File: config.mk
export PLATFORM = sky130hd
export DESIGN_NAME = dmem_ctrl
export DESIGN_NICKNAME = d
export VERILOG_FILES = /design/src/rtl/dmem_ctrl.sv
export SDC_FILE = /design/constraint.sdc
export NUM_CORES = 1
export LEC_CHECK = 0
export ABC_CLOCK_PERIOD_IN_PS = 4200
export CORE_ASPECT_RATIO = 0.9
export CORE_MARGIN = 1.5
export CORE_UTILIZATION = 43
export DETAILED_ROUTE_END_ITERATION = 10
export GPL_TIMING_DRIVEN = 0
export PLACE_DENSITY = 0.87
export SYNTH_ARGS = -nofsm -noshare
export SYNTH_HDL_FRONTEND = slang
export SYNTH_SLANG_ARGS = --single-unit
export TNS_END_PERCENT = 30
File: constraint.sdc
create_clock -name clk -period 4.2 [get_ports clk]
set_input_delay 1.05 -clock clk [delete_from_list [all_inputs] [get_ports clk]]
set_output_delay 1.05 -clock clk [all_outputs]
set_load 0.005 [all_outputs]
File: src/rtl/dmem_ctrl.sv
// -----------------------------------------------------------------------------
// dmem_ctrl -- data-memory access controller between a pipeline memory stage
// and a simple request/acknowledge external memory bus.
//
// A load or store from the pipeline is checked for legality (exactly one of
// cpu_rd/cpu_wr, word-aligned address). Legal accesses are latched and
// presented on the bus until bus_ack arrives or the wait budget runs out.
// Illegal accesses never reach the bus and are reported with mem_err.
//
// Ports
//   clk        in   1   clock, rising edge
//   rst        in   1   synchronous active-high reset
//   cpu_rd     in   1   load request
//   cpu_wr     in   1   store request
//   cpu_addr   in  32   byte address
//   cpu_wdata  in  32   store data
//   stall      out  1   freeze pipeline while high
//   mem_out    out 32   last successfully loaded word
//   mem_err    out  1   one-cycle pulse on a failed access
//   bus_req    out  1   external memory request
//   bus_we     out  1   1 = write, 0 = read
//   bus_addr   out 32   word-aligned address
//   bus_wdata  out 32   write data
//   bus_ack    in   1   one-cycle completion, only honoured while bus_req
//   bus_rdata  in  32   read data, valid with bus_ack
//
// Parameter TIMEOUT_CYC (1..255): number of REQ cycles without an ack after
// which the access is abandoned with an error.
// -----------------------------------------------------------------------------
module dmem_ctrl #(
   parameter int TIMEOUT_CYC = 255
) (
   input  logic        clk,
   input  logic        rst,
   input  logic        cpu_rd,
   input  logic        cpu_wr,
   input  logic [31:0] cpu_addr,
   input  logic [31:0] cpu_wdata,
   output logic        stall,
   output logic [31:0] mem_out,
   output logic        mem_err,
   output logic        bus_req,
   output logic        bus_we,
   output logic [31:0] bus_addr,
   output logic [31:0] bus_wdata,
   input  logic        bus_ack,
   input  logic [31:0] bus_rdata
);

   typedef enum logic [1:0] {
      IDLE = 2'd0,
      REQ  = 2'd1,
      DONE = 2'd2,
      ERR  = 2'd3
   } state_t;

   // Wait-counter value seen in the last REQ cycle before giving up.
   localparam logic [7:0] LAST_WAIT = 8'(TIMEOUT_CYC - 1);

   state_t      state_reg, state_next;
   logic [7:0]  wait_cnt_reg, wait_cnt_next;
   logic [31:2] addr_reg;      // low two bits are always zero for accepted requests
   logic [31:0] wdata_reg;
   logic        we_reg;
   logic [31:0] mem_out_reg;

   logic        cpu_req;
   logic        accept;

   assign cpu_req = cpu_rd | cpu_wr;
   assign accept  = (cpu_rd ^ cpu_wr) && (cpu_addr[1:0] == 2'b00);

   // -------------------------------------------------------------------------
   // State and datapath registers
   // -------------------------------------------------------------------------
   always_ff @(posedge clk) begin
      if (rst) begin
         state_reg    <= IDLE;
         wait_cnt_reg <= 8'd0;
         addr_reg     <= '0;
         wdata_reg    <= 32'd0;
         we_reg       <= 1'b0;
         mem_out_reg  <= 32'd0;
      end else begin
         state_reg    <= state_next;
         wait_cnt_reg <= wait_cnt_next;
         // Holding registers only load when a request is actually accepted,
         // so the bus fields stay frozen for the whole REQ state.
         if (state_reg == IDLE && accept) begin
            addr_reg  <= cpu_addr[31:2];
            wdata_reg <= cpu_wdata;
            we_reg    <= cpu_wr;
         end
         // Read data is captured only on an ack seen while the bus is requested.
         if (state_reg == REQ && bus_ack && !we_reg) begin
            mem_out_reg <= bus_rdata;
         end
      end
   end

   // -------------------------------------------------------------------------
   // Next-state and output decode
   // -------------------------------------------------------------------------
   always_comb begin
      state_next    = state_reg;
      wait_cnt_next = wait_cnt_reg;
      stall         = 1'b0;
      mem_err       = 1'b0;
      bus_req       = 1'b0;

      case (state_reg)
         IDLE: begin
            // IDLE is the only way into REQ, so clearing here clears on entry.
            wait_cnt_next = 8'd0;
            stall         = cpu_req;
            if (accept) begin
               state_next = REQ;
            end else if (cpu_req) begin
               state_next = ERR;
            end
         end
         REQ: begin
            stall   = 1'b1;
            bus_req = 1'b1;
            // An ack in the final allowed cycle still completes normally.
            if (bus_ack) begin
               state_next = DONE;
            end else if (wait_cnt_reg == LAST_WAIT) begin
               state_next = ERR;
            end else begin
               wait_cnt_next = wait_cnt_reg + 8'd1;
            end
         end
         DONE: begin
            // cpu_* deliberately ignored: the pipeline advances this cycle.
            state_next = IDLE;
         end
         ERR: begin
            mem_err    = 1'b1;
            state_next = IDLE;
         end
         default: begin
            state_next = IDLE;
         end
      endcase
   end

   assign mem_out   = mem_out_reg;
   assign bus_we    = we_reg;
   assign bus_addr  = {addr_reg, 2'b00};
   assign bus_wdata = wdata_reg;

endmodule

==> After elaboration in Yosys (flattened, before gate mapping) <==
Index checks and enable logic that the tools add are counted.
{ "word_totals": {"regBits": 105, "latch_bits": 0, "mem_bits_rw": 0, "romBits": 0, "output_inout_bits": 100, "elab_cells": 39, "mem_count": 0} }
{ "classes": {"add_sub_neg": 1, "mul": 0, "div_mod_pow": 0, "magnitude_cmp": 0, "n_eq_ne": 8, "n_shift": 0, "muxes": 11, "bitwise": 2, "n_reduce_logical": 11} }
{ "op_table": {"columns": ["operator", "n"], "rows": [
  ["8-bit 2-to-1 mux", 2],
  ["8-bit case mux with 2 select lines", 1],
  ["8-bit by 1-bit adder with 8-bit output (second input constant)", 1],
  ["8-bit == test (second input constant)", 1],
  ["2-bit 2-to-1 mux", 4],
  ["2-bit case mux with 3 select lines", 1],
  ["2-bit == test (second input constant)", 2],
  ["1-bit logical AND", 4],
  ["2-bit zero test", 2],
  ["2-bit != test (second input constant)", 2],
  ["3-bit by 2-bit != test with 1-bit output (second input constant)", 1],
  ["3-bit != test (second input constant)", 1],
  ["3-bit AND reduction", 1],
  ["2-bit by 1-bit == test with 1-bit output (second input constant)", 1],
  ["1-bit 2-to-1 mux", 2],
  ["1-bit case mux with 2 select lines", 1],
  ["2-bit AND reduction", 1],
  ["2-bit nonzero test", 1],
  ["2-bit OR reduction", 1],
  ["1-bit zero test", 1],
  ["1-bit bitwise OR", 1],
  ["1-bit bitwise XOR", 1]
]} }

==> Longest topological paths before layout <==
Gate-level depths: netlist of run 1.
{ "logic_depth": {"depth_word": 4, "depth_mapped": 8} }

==> Least setup slack after synthesis of run 1 <==
OpenSTA, ideal clock, no wires.
{ "synth_timing": {"path_kind": "in2out", "startpoint": "in cpu_rd", "endpoint": "out stall", "arrival_time_ps": 1499, "slack_ps": 1651, "cell_stages": 4, "path_cell_list": "inv_1 > ha_1 > a21o_1 > inv_1"} }
{ "synth_via": {"elab_chain_cells": 2} }
{ "synth_lines": {"columns": ["element", "line_no", "text"], "rows": [
  ["start: declaration", "35", "input logic cpu_rd,"],
  ["1-bit bitwise OR", "70", "assign cpu_req = cpu_rd | cpu_wr;"],
  ["1-bit case mux with 2 select lines", "111", "case (state_reg)"],
  ["end: declaration", "39", "output logic stall,"]
]} }
Every way passes these cells.

==> Final worst setup path of run 1 <==
{ "layout_timing": {"startpoint": "in cpu_wr", "endpoint": "out stall"} }
{ "layout_via": {"elab_chain_cells": 2} }
{ "layout_lines": {"columns": ["element", "line_no", "text"], "rows": [
  ["start: declaration", "36", "input logic cpu_wr,"],
  ["1-bit bitwise OR", "70", null],
  ["1-bit case mux with 2 select lines", "111", null]
]} }
Every way passes these cells.

==> results.json, run 1 <==
{
  "dieArea_mm2": 0.00987,
  "grt_antenna_before_repair": 0,
  "clockPowerShare_pct": 34.0,
  "achievable-frequency_mhz": 280,
  "detailedRoute.firstPassIterationCount": 4,
  "crit_path_max_fanout": 2,
  "min_path_type": "flop to flop",
  "yosysTopAreaCellShare_pct": 52.7,
  "setup-violations-final": 0,
  "worst_r2r_endpoint": "wait_cnt_reg[7]",
  "core_area_mm2": 0.00908,
  "worst_hold_start": "mem_out[31]",
  "post_synth_num_cell_types": 39,
  "dp.final_hpwl_um": 8850,
  "clk_pin_slew_worst_paths_ps": 100,
  "ys_seq_area_share_pct": 52.7,
  "number_of_buffers_added_by_the_clock_tree_synthesis_step": 9,
  "hold_viol_final": 0,
  "power.combinational.fraction_pct": 15.9,
  "post-synth-top-area-cell": "dfxtp_1",
  "period_minus_slack_ps": 3570,
  "cp.arrival_ps": 2520,
  "die_w_um": 105,
  "switchingPower_w": 0.000518,
  "tritoncts_num_sinks": 105,
  "post_cts.resized_instances": 0,
  "gp_congestion": 0.851,
  "final.setup.tns_ps": 0,
  "p_int_w": 0.00159,
  "detail_route.wirelength_um": 11500,
  "regToRegSetupSlack_ps": 2330,
  "io-pin-count": 201,
  "timing.critical_path.required_ps": 3150,
  "final_layout_size_suffix_gt1_share_pct": 5.22,
  "first_global_vias": 3926,
  "synth_warnings": 0,
  "htree_levels": 3,
  "run_status": "finished, final reports clean",
  "syn-instance-count": 495,
  "syn_area_mm2": 0.00399,
  "tightestPinTransition_ps": 630,
  "area_contributors_post_synth": "dfxtp_1, nand2_1, a21oi_1, buf_6, clkbuf_1",
  "antenna_cells_inserted": 0,
  "postSynthAreaPerCell_um2": 8.06,
  "maxCapViolations": 0,
  "fin_util_pct": 69.9,
  "final_net_count": 808,
  "final_antenna_net_count": 0,
  "rr_startpoint": "wait_cnt_reg[1]",
  "detail_route.drc_violations": 0,
  "timing.critical_path.from_type": "input port",
  "grt_start_max_net_pins": 19,
  "final-max-slew-violation-count": 0,
  "clock_latency_on_the_worst_skew_pair_ps": 370,
  "finalCritPeriodShare_pct": 85.0,
  "ff2ff_path_depth": 5,
  "fin_skew_ps": 16.0,
  "cts_tree": "done",
  "global_route.overflow_total": 0,
  "fp.dieH_um": 94.4,
  "wire_per_inst_um": 13.8,
  "relSlewSlack_pct": 57.6,
  "min_path_cells": 2,
  "power.switching_fraction_pct": 24.5,
  "share_seq_of_total_power_pct": 50.0,
  "peakVddDrop_v": 0.000239,
  "port-buffer-count": 197,
  "root_buf_cell": "clkbuf_8",
  "nFillCells": 738,
  "via_per_inst": 4.82,
  "drt_first_iter_violations": 178,
  "power_density_mw_per_mm2": 332,
  "worstHoldEndpoint": "mem_out[31]",
  "area_growth_pct": 59.2,
  "maximum_root_to_sink_buffer_count": 2,
  "worst-setup-path-type": "input port to primary output",
  "cts_hold_repair.buffers": 0,
  "num_rows": 33,
  "route.vias.total": 4004,
  "postCtsSetupBuffers": 0,
  "cp-end-kind": "primary output",
  "synth-seq-cells": 105,
  "first_pass_grt_wire_length_um": 18300,
  "p_leak_nw": 2.25,
  "global_route.usage.total_pct": 23.1,
  "setup_repair_after_global_routing_missed_its_margin": "false",
  "initial_core_util_pct": 43.9
}
==> logic make-up (layout without fill, tap and decap cells) <==
| kind of cell | after synthesis | in the layout | share of synthesized area [%] |
|---|---|---|---|
| buffers and inverters | 42 | 255 | 6.80 |
| other | 1 | 2 | 0.0940 |
| DFF | 105 | 105 | 52.7 |
| AOI/OAI and AO/OA | 116 | 116 | 15.6 |
| adders and majority gates | 3 | 3 | 0.941 |
| and+or+nand+nor | 228 | 228 | 23.9 |
==> worst max-delay path by stage <==
stage	startpoint	to	slack [ps]	depth (start not counted)
final	cpu_wr	stall	630	6
after detailed placement	cpu_wr	stall	620	6
after global placement	cpu_wr	stall	640	6
after floorplan	cpu_rd	stall	1650	4
after CTS	cpu_wr	stall	620	6
after global routing	cpu_wr	stall	550	6
==> layer usage <==
layer	track usage (%)	vias up	wire length (um)
li1	-	2037	-
met1	25.9	1809	4810
met2	41.4	146	5600
met3	8.97	12	937
met4	5.79	0	159
met5	0	-	0
==> synth_stat cells (all sizes together) <==
library cell,number
a211o,2
a21o,1
a21oi,102
a221oi,1
a22oi,1
a31oi,1
and2,1
and3,2
and3b,1
and4,1
buf,17
clkbuf,18
conb,1
dfxtp,105
ha,3
inv,7
nand2,200
nand2b,2
nand3,3
nand3b,1
nand4,2
nand4b,1
nor2,5
nor2b,2
nor3,3
nor3b,1
o211a,1
o211ai,2
o21ai,1
o311ai,1
o31a,1
o31ai,1
o32a,1
or3,2
or4b,1
==> stage by stage <==
stage	area [um2]	hold WS [ps]	power (W)	worst slack, ps	instances
5_1_grt	6350	473	0.00220	550	831
3_3_place_gp	6120	441	0.00141	642	815
6_report	6350	458	0.00211	631	831
3_5_place_dp	6120	446	0.00142	617	815
2_1_floorplan	3990	453	0.00121	1650	496
4_1_cts	6350	460	0.00213	616	831
==> power groups by stage <==
stage               registers (W)  logic [W]  clock network [W]
global route              0.00106   0.000367           0.000773
CTS                       0.00106   0.000339           0.000735
finish                    0.00106   0.000336           0.000718
detailed placement        0.00108   0.000337                  0
global placement          0.00108   0.000330                  0
floorplan                 0.00108   0.000127                  0
==> critical path: stages <==
cell             delay, ps
clkdlybuf4s50_1        480
inv_1                   50
ha_1                   190
a21o_1                 190
inv_1                   50
clkdlybuf4s50_1        490
==> final cells by class <==
| class | count | area [um2] | share of cell area [%] |
|---|---|---|---|
| multi-input combinational | 349 | 1620 | 25.5 |
| buffer | 35 | 245 | 3.86 |
| sequential | 105 | 2100 | 33.1 |
| timing repair buffer | 197 | 1970 | 31.0 |
| clock buffer | 10 | 138 | 2.17 |
| inverter | 7 | 26.3 | 0.414 |
| tap | 122 | 153 | 2.40 |
| clock inverter | 6 | 95.1 | 1.50 |
==> layout by cell type (no fill, tap or decap), drive strengths merged, types with 2 or more instances in the layout <==
cell type      instances
buf                   17
or3                    2
nand4                  2
and3                   2
ha                     3
nor3                   3
nor2b                  2
nand2b                 2
a211o                  2
dfxtp                105
nand3                  3
clkdlybuf4s50        197
o211ai                 2
clkbuf                28
nand2                200
bufinv                 2
conb                   2
nor2                   5
a21oi                102
inv                   10
No activity file was read; power rests on OpenSTA's default activity.
==> inputs of run 2 (changes only) <==
- ABC_CLOCK_PERIOD_IN_PS: 4200 -> 2900
- CORE_UTILIZATION: 43 -> 36
- PLACE_DENSITY: 0.87 -> 0.78
- clock period: 4.2 -> 2.9 ns (I/O delays scaled with it)
==> results.json, run 2 (synthesis results as in run 1) <==
{
  "path_delay_family": "buffers and inverters",
  "cp-end-kind": "primary output",
  "tritoncts_num_sinks": 105,
  "timing.critical_path.required_ps": 2170,
  "regToRegSetupSlack_ps": 960,
  "clk_pin_slew_worst_paths_ps": 70,
  "grt_antenna_before_repair": 1,
  "final_antenna_net_count": 0,
  "final_layout_size_suffix_gt1_share_pct": 5.36,
  "setup-violations-final": 0,
  "run_status": "finished, final reports clean",
  "period_minus_slack_ps": 2840,
  "detail_route.wirelength_um": 11900,
  "area_growth_pct": 61.8,
  "timing.critical_path.from_type": "input port",
  "route.vias.total": 4095,
  "clock_latency_on_the_worst_skew_pair_ps": 340,
  "timing.critical_path.slowest_cell_delay_ps": 480,
  "peakVddDrop_v": 0.000311,
  "initial_core_util_pct": 36.9,
  "dieArea_mm2": 0.0117,
  "detail_route.drc_violations": 0,
  "tightestPinTransition_ps": 756,
  "final-max-slew-violation-count": 0,
  "min_path_type": "flop to flop",
  "drt_first_iter_violations": 200,
  "gp_congestion": 0.778,
  "core_area_mm2": 0.0108,
  "global_route.overflow_total": 0,
  "cp.arrival_ps": 2120,
  "achievable-frequency_mhz": 352,
  "power_density_mw_per_mm2": 513,
  "port-buffer-count": 197,
  "die_w_um": 114,
  "dp.final_hpwl_um": 9110,
  "cts_tree": "done",
  "first_pass_grt_wire_length_um": 18400,
  "setup_repair_after_global_routing_missed_its_margin": "false",
  "final-instance-count-excl-fill": 843,
  "crit_path_max_fanout": 2,
  "mostFrequentLayoutCell": "nand2_1",
  "final_cell_mix": "nand2_1, clkdlybuf4s50_1, dfxtp_1",
  "grt_start_max_net_pins": 18,
  "first_global_vias": 3959,
  "p_total_w": 0.00331,
  "number_of_buffers_added_by_the_clock_tree_synthesis_step": 9,
  "num_rows": 36,
  "finalCritPeriodShare_pct": 98.0,
  "via_per_inst": 4.86,
  "finalHoldWorstSlack_ps": 455,
  "maxCapViolations": 0,
  "root_buf_cell": "clkbuf_16",
  "maximum_root_to_sink_buffer_count": 2,
  "io-pin-count": 201,
  "final_net_count": 808,
  "hold_viol_final": 0,
  "place_inst": 826,
  "fp.dieH_um": 103,
  "detailedRoute.firstPassIterationCount": 5,
  "relSlewSlack_pct": 49.1,
  "htree_levels": 3,
  "critical_path.cell_chain": "clkdlybuf4s50_1 -> inv_1 -> ha_2 -> a21o_1 -> inv_1 -> clkdlybuf4s50_1",
  "p_leak_nw": 2.29,
  "cp.buffers_inverters": 4,
  "global_route.usage.total_pct": 19.8,
  "slowest_stage": "clkdlybuf4s50_1",
  "wire_per_inst_um": 14.1,
  "fin_skew_ps": 4.24,
  "cts_hold_repair.buffers": 0,
  "worst-setup-path-type": "input port to primary output"
}
==> run 2: power breakdown <==
part           switching [W]  internal, W
Combinational       0.000203     0.000288
Sequential         0.0000320      0.00150
Clock               0.000531     0.000762
Total               0.000766      0.00255
==> run 2: final cells by class <==
cell class | instances | area (um2)
tap | 133 | 166
multi-input combinational | 349 | 1620
antenna | 1 | 2.50
clock inverter | 6 | 91.3
fill | 961 | 4350
inverter | 7 | 26.3
buffer | 35 | 245
timing repair buffer | 197 | 1970
sequential | 105 | 2100
clock buffer | 10 | 229
==> run 2: worst min-delay path: stages, from the launching register on <==
cell     delay [ps]
dfxtp_1         310
nand2_1          50
a21oi_1          50
==> run 2: path summary, 6_finish.rpt <==
check,start,to,cells after the start
max,cpu_rd,stall,6
min,addr_reg[11],addr_reg[11],2
max reg2reg,wait_cnt_reg[1],wait_cnt_reg[7],5
min reg2reg,addr_reg[11],addr_reg[11],2
==> run 2: metal layers <==
layer / part of all wire, % / track usage (%) / vias to the layer above
met5: 0 / 0 / -
met4: 2.0 / 6.83 / 0
met3: 8.5 / 6.64 / 20
met2: 48 / 35.6 / 167
met1: 41 / 22.3 / 1872
li1: - / - / 2036
==> run 2: stage by stage <==
| stage | utilization [%] | setup TNS (ps) | instance area [um2] | setup slack, ps |
|---|---|---|---|---|
| global placement | 56.7 | -26.7 | 6130 | -26.7 |
| global route | 59.7 | 0 | 6450 | 5.01 |
| finish | 59.7 | 0 | 6460 | 57.4 |
| floorplan | - | 0 | 3990 | 743 |
| CTS | 59.7 | 0 | 6450 | 24.0 |
| detailed placement | 56.7 | -39.7 | 6130 | -39.7 |
==> run 2: what timing repair did <==
item / in CTS / in global routing
resized for setup: 2 / 1
endpoints found under the hold margin: 0 / 0
setup buffers: 0 / 0
setup endpoints to repair: 1 / 1
